### config.mk
export PLATFORM = sky130hd
export DESIGN_NAME = nabp_filtered_ram_swap_control_flat
export DESIGN_NICKNAME = d
export VERILOG_FILES = /design/src/rtl/nabp_filtered_ram_swap_control_pkg.sv /design/src/rtl/nabp_filtered_ram_swap_control_if.sv /design/src/rtl/nabp_filtered_ram_swap_control_event_latch.sv /design/src/rtl/nabp_filtered_ram_swap_control.sv /design/src/flat_wrapper.sv
export SDC_FILE = /design/constraint.sdc
export NUM_CORES = 1
export LEC_CHECK = 0
export CORE_MARGIN = 2
export CORE_UTILIZATION = 53
export DETAILED_ROUTE_END_ITERATION = 8
export GPL_TIMING_DRIVEN = 0
export PLACE_DENSITY = 0.82
export SYNTH_ARGS = -nofsm -noshare
export SYNTH_HDL_FRONTEND = slang
export SYNTH_HIERARCHICAL = 1
export SYNTH_SLANG_ARGS = --single-unit
### constraint.sdc
create_clock -name clk -period 3.35 [get_ports clk]
set_input_delay 0.5025 -clock clk [delete_from_list [all_inputs] [get_ports clk]]
set_output_delay 0.5025 -clock clk [all_outputs]
set_load 0.01 [all_outputs]
### src/rtl/nabp_filtered_ram_swap_control_pkg.sv
// Shared types and defaults for the filtered-RAM ping-pong scheduler.
package nabp_sched_pkg;
    localparam int kDefNoOfAngles  = 180;
    localparam int kDefAngleLength = 8;

    typedef logic bank_t;

    typedef enum logic [2:0] {
        ST_IDLE,
        ST_FILL,
        ST_OVERLAP,
        ST_DRAIN,
        ST_SWAP
    } sched_state_t;

    function automatic logic [1:0] bank_onehot(input bank_t b);
        return b ? 2'b10 : 2'b01;
    endfunction
endpackage

### src/rtl/nabp_filtered_ram_swap_control_if.sv
// Handshake bundle between host fill logic, RAM banks, processing and the scheduler.
interface nabp_filtered_ram_swap_control_if
    import nabp_sched_pkg::*;
    #(parameter int kAngleLength = kDefAngleLength) ();

    logic                    start;
    logic [1:0]              hs_fill_kick;
    logic [1:0]              hs_fill_done;
    logic [kAngleLength-1:0] fill_angle;
    logic                    pr_kick;
    logic                    pr_done;
    logic                    pr_bank_sel;
    logic [kAngleLength-1:0] pr_angle;
    logic                    busy;
    logic                    done;

    modport slave (
        input  start, hs_fill_done, pr_done,
        output hs_fill_kick, fill_angle, pr_kick, pr_bank_sel, pr_angle, busy, done
    );

    modport master (
        output start, hs_fill_done, pr_done,
        input  hs_fill_kick, fill_angle, pr_kick, pr_bank_sel, pr_angle, busy, done
    );
endinterface

### src/rtl/nabp_filtered_ram_swap_control_event_latch.sv
// Sticky completion flag: set by a pulse, cleared when the banks swap.
module nabp_event_latch (
    input  logic clk,
    input  logic rst,
    input  logic set,
    input  logic clr,
    output logic q
);
    always_ff @(posedge clk or posedge rst) begin
        if (rst)      q <= 1'b0;
        else if (clr) q <= 1'b0;
        else if (set) q <= 1'b1;
    end
endmodule

### src/rtl/nabp_filtered_ram_swap_control.sv
// Ping-pong scheduler: fills one filtered-RAM bank while processing reads the other.
module nabp_filtered_ram_swap_control
    import nabp_sched_pkg::*;
    #(parameter int kNoOfAngles  = kDefNoOfAngles,
      parameter int kAngleLength = kDefAngleLength)
    (
    input  logic clk,
    input  logic reset,
    nabp_filtered_ram_swap_control_if.slave bus
);
    localparam logic [kAngleLength-1:0] LAST = kAngleLength'(kNoOfAngles - 1);

    sched_state_t            state, state_n;
    bank_t                   fill_bank, fill_bank_n, proc_bank, proc_bank_n;
    logic [kAngleLength-1:0] fill_angle, fill_angle_n, pr_angle, pr_angle_n;
    logic [1:0]              kick, kick_n;
    logic                    pr_kick, pr_kick_n, busy, busy_n, done, done_n;
    logic                    fill_ok, proc_ok, fill_set, proc_set, swap;

    // Completion events only count while both sides are in flight.
    assign fill_set = (state == ST_OVERLAP) && bus.hs_fill_done[fill_bank];
    assign proc_set = (state == ST_OVERLAP) && bus.pr_done;

    nabp_event_latch u_fill_ok (.clk(clk), .rst(reset), .set(fill_set), .clr(swap), .q(fill_ok));
    nabp_event_latch u_proc_ok (.clk(clk), .rst(reset), .set(proc_set), .clr(swap), .q(proc_ok));

    always_comb begin
        state_n      = state;
        fill_bank_n  = fill_bank;
        proc_bank_n  = proc_bank;
        fill_angle_n = fill_angle;
        pr_angle_n   = pr_angle;
        kick_n       = 2'b00;
        pr_kick_n    = 1'b0;
        busy_n       = busy;
        done_n       = 1'b0;
        swap         = 1'b0;
        unique case (state)
            ST_IDLE: if (bus.start) begin
                state_n      = ST_FILL;
                fill_bank_n  = 1'b0;
                fill_angle_n = '0;
                kick_n       = bank_onehot(1'b0);
                busy_n       = 1'b1;
            end
            ST_FILL: if (bus.hs_fill_done[fill_bank]) state_n = ST_SWAP;
            ST_OVERLAP: if ((fill_ok || fill_set) && (proc_ok || proc_set)) state_n = ST_SWAP;
            ST_SWAP: begin
                swap        = 1'b1;
                proc_bank_n = fill_bank;
                pr_angle_n  = fill_angle;
                pr_kick_n   = 1'b1;
                if (fill_angle < LAST) begin
                    fill_bank_n  = ~fill_bank;
                    fill_angle_n = fill_angle + 1'b1;
                    kick_n       = bank_onehot(~fill_bank);
                    state_n      = ST_OVERLAP;
                end else begin
                    state_n = ST_DRAIN;
                end
            end
            ST_DRAIN: if (bus.pr_done) begin
                state_n = ST_IDLE;
                done_n  = 1'b1;
                busy_n  = 1'b0;
            end
            default: state_n = ST_IDLE;
        endcase
    end

    always_ff @(posedge clk or posedge reset) begin
        if (reset) begin
            state      <= ST_IDLE;
            fill_bank  <= 1'b0;
            proc_bank  <= 1'b0;
            fill_angle <= '0;
            pr_angle   <= '0;
            kick       <= 2'b00;
            pr_kick    <= 1'b0;
            busy       <= 1'b0;
            done       <= 1'b0;
        end else begin
            state      <= state_n;
            fill_bank  <= fill_bank_n;
            proc_bank  <= proc_bank_n;
            fill_angle <= fill_angle_n;
            pr_angle   <= pr_angle_n;
            kick       <= kick_n;
            pr_kick    <= pr_kick_n;
            busy       <= busy_n;
            done       <= done_n;
        end
    end

    assign bus.hs_fill_kick = kick;
    assign bus.fill_angle   = fill_angle;
    assign bus.pr_kick      = pr_kick;
    assign bus.pr_bank_sel  = proc_bank;
    assign bus.pr_angle     = pr_angle;
    assign bus.busy         = busy;
    assign bus.done         = done;
endmodule

### src/flat_wrapper.sv
// flat-port wrapper written by rule: the top's interface ports become plain ports
module nabp_filtered_ram_swap_control_flat import nabp_sched_pkg::*;
#(parameter int kNoOfAngles  = kDefNoOfAngles,
      parameter int kAngleLength = kDefAngleLength)
  (clk, reset, bus_start, bus_hs_fill_done, bus_pr_done, bus_hs_fill_kick, bus_fill_angle, bus_pr_kick, bus_pr_bank_sel, bus_pr_angle, bus_busy, bus_done);
  nabp_filtered_ram_swap_control_if #(.kAngleLength(kAngleLength)) bus_i ();
  input  logic clk;
  input  logic reset;
  input wire logic [$bits(bus_i.start)-1:0] bus_start;
  input wire logic [$bits(bus_i.hs_fill_done)-1:0] bus_hs_fill_done;
  input wire logic [$bits(bus_i.pr_done)-1:0] bus_pr_done;
  output wire logic [$bits(bus_i.hs_fill_kick)-1:0] bus_hs_fill_kick;
  output wire logic [$bits(bus_i.fill_angle)-1:0] bus_fill_angle;
  output wire logic [$bits(bus_i.pr_kick)-1:0] bus_pr_kick;
  output wire logic [$bits(bus_i.pr_bank_sel)-1:0] bus_pr_bank_sel;
  output wire logic [$bits(bus_i.pr_angle)-1:0] bus_pr_angle;
  output wire logic [$bits(bus_i.busy)-1:0] bus_busy;
  output wire logic [$bits(bus_i.done)-1:0] bus_done;
  assign bus_i.start = bus_start;
  assign bus_i.hs_fill_done = bus_hs_fill_done;
  assign bus_i.pr_done = bus_pr_done;
  assign bus_hs_fill_kick = bus_i.hs_fill_kick;
  assign bus_fill_angle = bus_i.fill_angle;
  assign bus_pr_kick = bus_i.pr_kick;
  assign bus_pr_bank_sel = bus_i.pr_bank_sel;
  assign bus_pr_angle = bus_i.pr_angle;
  assign bus_busy = bus_i.busy;
  assign bus_done = bus_i.done;
  nabp_filtered_ram_swap_control #(.kNoOfAngles(kNoOfAngles), .kAngleLength(kAngleLength)) u_core (.clk(clk), .reset(reset), .bus(bus_i));
endmodule
==> results.sh, run 1 <==
export IMPL_fillerInstances=186
export IMPL_path_cells="clkdlybuf4s50_1"
export IMPL_fin_crit_ps=1970
export IMPL_startpoint_type="flip-flop"
export IMPL_synth_ff_type="dfrtp_1"
export IMPL_gp_congestion=0.927
export IMPL_multi_input_area_um2=578
export IMPL_worstMarginPinSlew_ps=1010
export IMPL_cts_root_buf="clkbuf_4"
export IMPL_antenna_cells=0
export IMPL_clock_latency_ps=330
export IMPL_max_vdd_ir_drop_mv=0.451
export IMPL_area_growth_pct=26.5
export IMPL_power_total_mw=1.14
export IMPL_crit_slowest_cell="clkdlybuf4s50_1"
export IMPL_cts_buffer_depth=2
export IMPL_async_reset_ff_share_pct=100
export IMPL_cp_arrival_ps=1460
export IMPL_yosysMostFrequentCell="nand2_1"
export IMPL_slew_viol_final=0
export IMPL_synth_edff_count=0
export IMPL_htree_num_levels=1
export IMPL_p_per_area_nw_per_um2=666
export IMPL_final_hold_viol_count=0
export IMPL_drt_iter0_markers=15
export IMPL_synthTopCellsByCount="32 x nand2_1, 28 x dfrtp_1, 11 x o21ai_0"
export IMPL_portBuffers=27
export IMPL_fmax_mhz=508
export IMPL_tns_ps=0
export IMPL_vias=1149
export IMPL_viasPerCell=5.55
export IMPL_ys_ff_latch=28
export IMPL_syn_inst=146
export IMPL_die_h_um=54.6
export IMPL_rows=18
export IMPL_grt_total_usage_pct=21.7
export IMPL_min_path_type="in2async"
export IMPL_boundaryPins=28
export IMPL_cp_slowest_stage_delay_ps=600
export IMPL_cp_top_family="buffers and inverters"
export IMPL_cts_sinks=28
export IMPL_grt_pass1_vias=1047
export IMPL_antenna_found_initial=0
export IMPL_syn_num_nets=153
export IMPL_p_leak_nw=0.826
export IMPL_coreArea_um2=2450
export IMPL_final_antenna_net_count=0
export IMPL_relSlewSlack_pct=32.7
export IMPL_syn_cell_area_um2=1360
export IMPL_status="complete, no violations"
export IMPL_postCtsSetupRepairBufs=0
export IMPL_fp_dieW_um=54.6
export IMPL_yosysWarnings=6
export IMPL_post_cts_resized=0
export IMPL_die_area_um2=2980
export IMPL_drive_gt1_share_pct=9.60
export IMPL_overflow=0
export IMPL_critPathKind="reg2out"
export IMPL_cts_hold_fix_buffers=0
export IMPL_grt_max_degree=27
export IMPL_drc=0
export IMPL_cp_num_buf_inv=1
export IMPL_grt_pass1_wl_um=4650
export IMPL_dp_hpwl_um=2120
export IMPL_finClkSkew_ps=16.0
export IMPL_crit_fanout=9
export IMPL_synth_area_leaders="dfrtp_1 52%, nand2_1 8.8%, o21ai_0 4.1%"
export IMPL_yosysTopAreaCell="dfrtp_1"
export IMPL_drt_pass1_iterations=4
export IMPL_yosys_cell_types_count=36
export IMPL_drv_cap=0
export IMPL_setup_violations=0
export IMPL_cts_inserted_buffers=3
export IMPL_finalNonFillerCells=207
export IMPL_nNetsFinal=185
export IMPL_layout_setup_ws_ps=1380
export IMPL_rsz0062_at_grt="no"
export IMPL_initial_core_util_pct=55.4
export IMPL_min_period_over_period_pct=58.7
export IMPL_dp_cells=203
export IMPL_final_seq_area_um2=701
export IMPL_final_util_pct=70.0
export IMPL_post_place_ws_ps=1360
export IMPL_synth_top_area_share_pct=51.6
export IMPL_cts_tree="yes"
export IMPL_yosysSeqAreaShare_pct=51.6
export IMPL_routed_wirelength_um=2920
export IMPL_path_clk_slew_ps=160
export IMPL_end_kind="output port"
export IMPL_wl_per_cell_um=14.1
export IMPL_syn_avg_cell_area_um2=9.31
export IMPL_cp_required_ps=2850
## final timing paths
| kind | slack [ps] | startpoint | to | cells past startpoint |
|---|---|---|---|---|
| worst max-delay path | 1380 | u_core/bus.fill_angle[6] | bus_fill_angle[6] | 1 |
| worst min-delay path | 340 | reset | u_core/u_fill_ok/q | 2 |
| worst max register to register | 1560 | u_core/bus.fill_angle[0] | u_core/bus.fill_angle[6] | 5 |
| worst min register to register | 490 | u_core/bus.pr_angle[1] | u_core/bus.pr_angle[1] | 2 |
| max in group asynchronous | 1990 | reset | u_core/bus.pr_bank_sel | 2 |
| min in group clk | 490 | u_core/bus.pr_angle[1] | u_core/bus.pr_angle[1] | 2 |
## state kept, by name, indices dropped and copies added (netlist names)
register                 flops
u_core/bus.done              1
u_core/bus.pr_angle          8
u_core/bus.fill_angle        8
u_core/bus.busy              1
u_core/state                 3
u_core/fill_bank             1
u_core/u_fill_ok/q           1
u_core/bus.pr_kick           1
u_core/bus.hs_fill_kick      2
u_core/bus.pr_bank_sel       1
u_core/u_proc_ok/q           1
## metal layers
| layer | vias to the layer above | share of wire, % | GRT usage, % |
|---|---|---|---|
| met4 | 0 | 0.34 | 8.33 |
| li1 | 564 | - | - |
| met2 | 33 | 46 | 34.7 |
| met5 | - | 0 | 0 |
| met1 | 550 | 49 | 29.4 |
| met3 | 2 | 4.5 | 3.01 |
## power by group
part | total (mW) | switching (mW) | internal [mW]
logic | 0.460 | 0.255 | 0.205
registers | 0.465 | 0.0498 | 0.415
clock network | 0.220 | 0.0991 | 0.121
total | 1.14 | 0.404 | 0.741
## cell usage in the layout (no fill, tap or decap), types with 4 or more instances in the layout
master,synthesis,layout
clkbuf_1,4,4
o21ai_0,11,11
o31ai_1,6,6
nor2_1,7,7
clkdlybuf4s50_1,0,27
dfrtp_1,28,28
inv_1,5,5
buf_2,4,4
nand3_1,6,6
nand2_1,32,32
## metrics by stage
step | area, um^2 | hold WS (ps)
floorplan | 1360 | 231
global placement | 1670 | 458
detailed placement | 1670 | 462
CTS | 1720 | 318
global route | 1720 | 357
finish | 1720 | 341
## area by class of cell
type | count | area share [%]
clock buffer | 3 | 1.31
timing repair buffer | 27 | 15.7
inverter | 5 | 1.09
multi-input combinational | 102 | 33.6
tap | 30 | 2.18
clock inverter | 1 | 1.75
buffer | 11 | 3.57
sequential | 28 | 40.8
## worst reg2reg max path, stage by stage (launching register included)
cell and delay, ps:
dfrtp_1 460, ha_1 270, o311a_1 330, o211ai_2 180
nand3_2 170, o31ai_1 290
## cells by family after synthesis
kind of cell	Yosys count	synth area share [%]
compound gates	33	16.6
xor+xnor	1	0.645
fa+ha+maj	1	0.921
buf+inv	16	5.89
flops	28	51.6
mux	3	2.21
simple gates	64	22.2
(Power assumes the default switching activity.)
==> run 2, diff against run 1 <==
--- a/config.mk
+++ b/config.mk
@@ -6,10 +6,10 @@
 export NUM_CORES = 1
 export LEC_CHECK = 0
 export CORE_MARGIN = 2
-export CORE_UTILIZATION = 53
+export CORE_UTILIZATION = 50
 export DETAILED_ROUTE_END_ITERATION = 8
 export GPL_TIMING_DRIVEN = 0
-export PLACE_DENSITY = 0.82
+export PLACE_DENSITY = 0.78
 export SYNTH_ARGS = -nofsm -noshare
 export SYNTH_HDL_FRONTEND = slang
 export SYNTH_HIERARCHICAL = 1
==> constraint.sdc (replaced) <==
create_clock -name clk -period 2 [get_ports clk]
set_input_delay 0.3 -clock clk [delete_from_list [all_inputs] [get_ports clk]]
set_output_delay 0.3 -clock clk [all_outputs]
set_load 0.01 [all_outputs]
==> results.sh, run 2 (synthesis results as in run 1) <==
export IMPL_r2r_cells=5
export IMPL_rows=18
export IMPL_crit_fanout=6
export IMPL_drive_gt1_share_pct=9.09
export IMPL_end_kind="flip-flop"
export IMPL_tns_ps=0
export IMPL_dp_hpwl_um=2200
export IMPL_final_util_pct=67.0
export IMPL_status="complete, no violations"
export IMPL_fin_crit_ps=1850
export IMPL_min_period_over_period_pct=92.6
export IMPL_grt_max_degree=27
export IMPL_postCtsSetupRepairBufs=0
export IMPL_slew_viol_final=0
export IMPL_rrSetupSlack_ps=150
export IMPL_reg2reg_to="u_core/bus.fill_angle[7]"
export IMPL_relSlewSlack_pct=34.4
export IMPL_setup_violations=0
export IMPL_portBuffers=27
export IMPL_gp_congestion=0.900
export IMPL_max_vdd_ir_drop_mv=0.804
export IMPL_mostFrequentLayoutCells="32 x nand2_1, 28 x dfrtp_1, 27 x clkdlybuf4s50_1, 11 x o21ai_0, 7 x nor2_1"
export IMPL_cts_inserted_buffers=3
export IMPL_p_per_area_nw_per_um2=1050
export IMPL_cts_buffer_depth=2
export IMPL_nNetsFinal=185
export IMPL_fillerInstances=216
export IMPL_cts_sinks=28
export IMPL_finalNonFillerCells=206
export IMPL_clkPwrFrac_pct=12.7
export IMPL_antenna_cells=0
export IMPL_crit_slowest_cell="dfrtp_1"
export IMPL_clock_latency_ps=320
export IMPL_viasPerCell=5.57
export IMPL_cp_slowest_stage_delay_ps=470
export IMPL_die_area_um2=3150
export IMPL_largest_registers="u_core/bus.fill_angle (8), u_core/bus.pr_angle (8), u_core/state (3)"
export IMPL_final_common_cell="nand2_1"
export IMPL_startpoint_type="flip-flop"
export IMPL_critPathKind="reg2reg"
export IMPL_coreArea_um2=2520
export IMPL_final_hold_viol_count=0
export IMPL_final_antenna_net_count=0
export IMPL_reg2reg_from="u_core/bus.fill_angle[0]"
export IMPL_pwr_share_comb_pct=43.5
export IMPL_cp_required_ps=2230
export IMPL_p_leak_nw=0.812
export IMPL_grt_total_usage_pct=20.9
export IMPL_initial_core_util_pct=53.9
export IMPL_cts_hold_fix_buffers=0
export IMPL_dp_cells=203
export IMPL_boundaryPins=28
export IMPL_post_cts_resized=0
export IMPL_path_cells="ha_1 -> o311a_1 -> o211ai_2 -> nand3_1 -> a22o_1"
export IMPL_cp_arrival_ps=2080
export IMPL_p_seq_share_pct=43.8
export IMPL_fp_dieW_um=56.1
export IMPL_worstMarginPinSlew_ps=983
export IMPL_cts_root_buf="clkbuf_4"
export IMPL_vias=1147
export IMPL_drv_cap=0
export IMPL_routed_wirelength_um=3060
export IMPL_overflow=0
export IMPL_drt_iter0_markers=21
export IMPL_grt_pass1_vias=1131
export IMPL_cp_num_buf_inv=0
export IMPL_area_growth_pct=24.3
export IMPL_antenna_found_initial=0
export IMPL_netSwitchingFraction_pct=37.7
export IMPL_finClkSkew_ps=14.8
export IMPL_cp_top_family="compound AO/OA/AOI/OAI gates"
export IMPL_htree_num_levels=1
export IMPL_cts_tree="yes"
export IMPL_die_h_um=56.1
export IMPL_p_int_mw=1.11
export IMPL_rsz0062_at_grt="no"
export IMPL_post_place_ws_ps=209
export IMPL_min_path_type="in2async"
export IMPL_drc=0
export IMPL_layout_setup_ws_ps=149
export IMPL_fmax_mhz=540
export IMPL_grt_pass1_wl_um=5180
export IMPL_drt_pass1_iterations=4
export IMPL_wl_per_cell_um=14.8
export IMPL_path_clk_slew_ps=150
export IMPL_switchingPower_mw=0.670
==> run 2: power by group through the flow <==
stage | clock network [mW] | logic, mW | registers (mW)
6_report | 0.226 | 0.774 | 0.778
4_1_cts | 0.237 | 0.772 | 0.779
2_1_floorplan | 0 | 0.442 | 0.813
3_5_place_dp | 0 | 0.767 | 0.792
5_1_grt | 0.257 | 0.846 | 0.798
3_3_place_gp | 0 | 0.752 | 0.787
==> run 2: worst reg2reg max path, cell delays in order (launching register included) <==
cell,delay [ps]
dfrtp_1,470
ha_1,280
o311a_1,340
o211ai_2,190
nand3_1,190
a22o_1,280
==> run 2: worst max-delay path by stage <==
stage                                   startpoint                  endpoint  slack (ps)  cells after the start
after floorplan           u_core/bus.fill_angle[0]  u_core/bus.fill_angle[7]         370                      5
after global placement                   bus_start  u_core/bus.fill_angle[2]         280                      5
after detailed placement  u_core/bus.fill_angle[0]  u_core/bus.fill_angle[7]         210                      5
after CTS                 u_core/bus.fill_angle[0]  u_core/bus.fill_angle[7]         180                      5
after global routing      u_core/bus.fill_angle[0]  u_core/bus.fill_angle[3]          20                      5
final                     u_core/bus.fill_angle[0]  u_core/bus.fill_angle[7]         150                      5
==> run 2: final cells by class <==
class                           count  area, um^2  share of cell area [%]
Multi-Input combinational cell    102         578                    34.2
Tap cell                           30        37.5                    2.22
Buffer                             11        61.3                    3.63
Timing Repair Buffer               27         270                    16.0
Inverter                            5        18.8                    1.11
Clock buffer                        3        22.5                    1.33
Sequential cell                    28         701                    41.5
==> run 2: routing by layer <==
metal	share of wire, %	vias to the layer above	GRT usage (%)	wire [um]
met3	4.9	4	2.09	151
met1	44	540	28.4	1350
li1	-	563	-	-
met5	0	-	0	0
met2	50	40	33.4	1520
met4	0.92	0	9.52	28
==> run 2: metrics by stage <==
stage          power (mW)  hold WS (ps)  cell area, um^2
6_report             1.78           169             1690
5_1_grt              1.90           140             1690
4_1_cts              1.79           157             1690
3_5_place_dp         1.56           462             1670
3_3_place_gp         1.54           460             1670
2_1_floorplan        1.26          28.7             1360
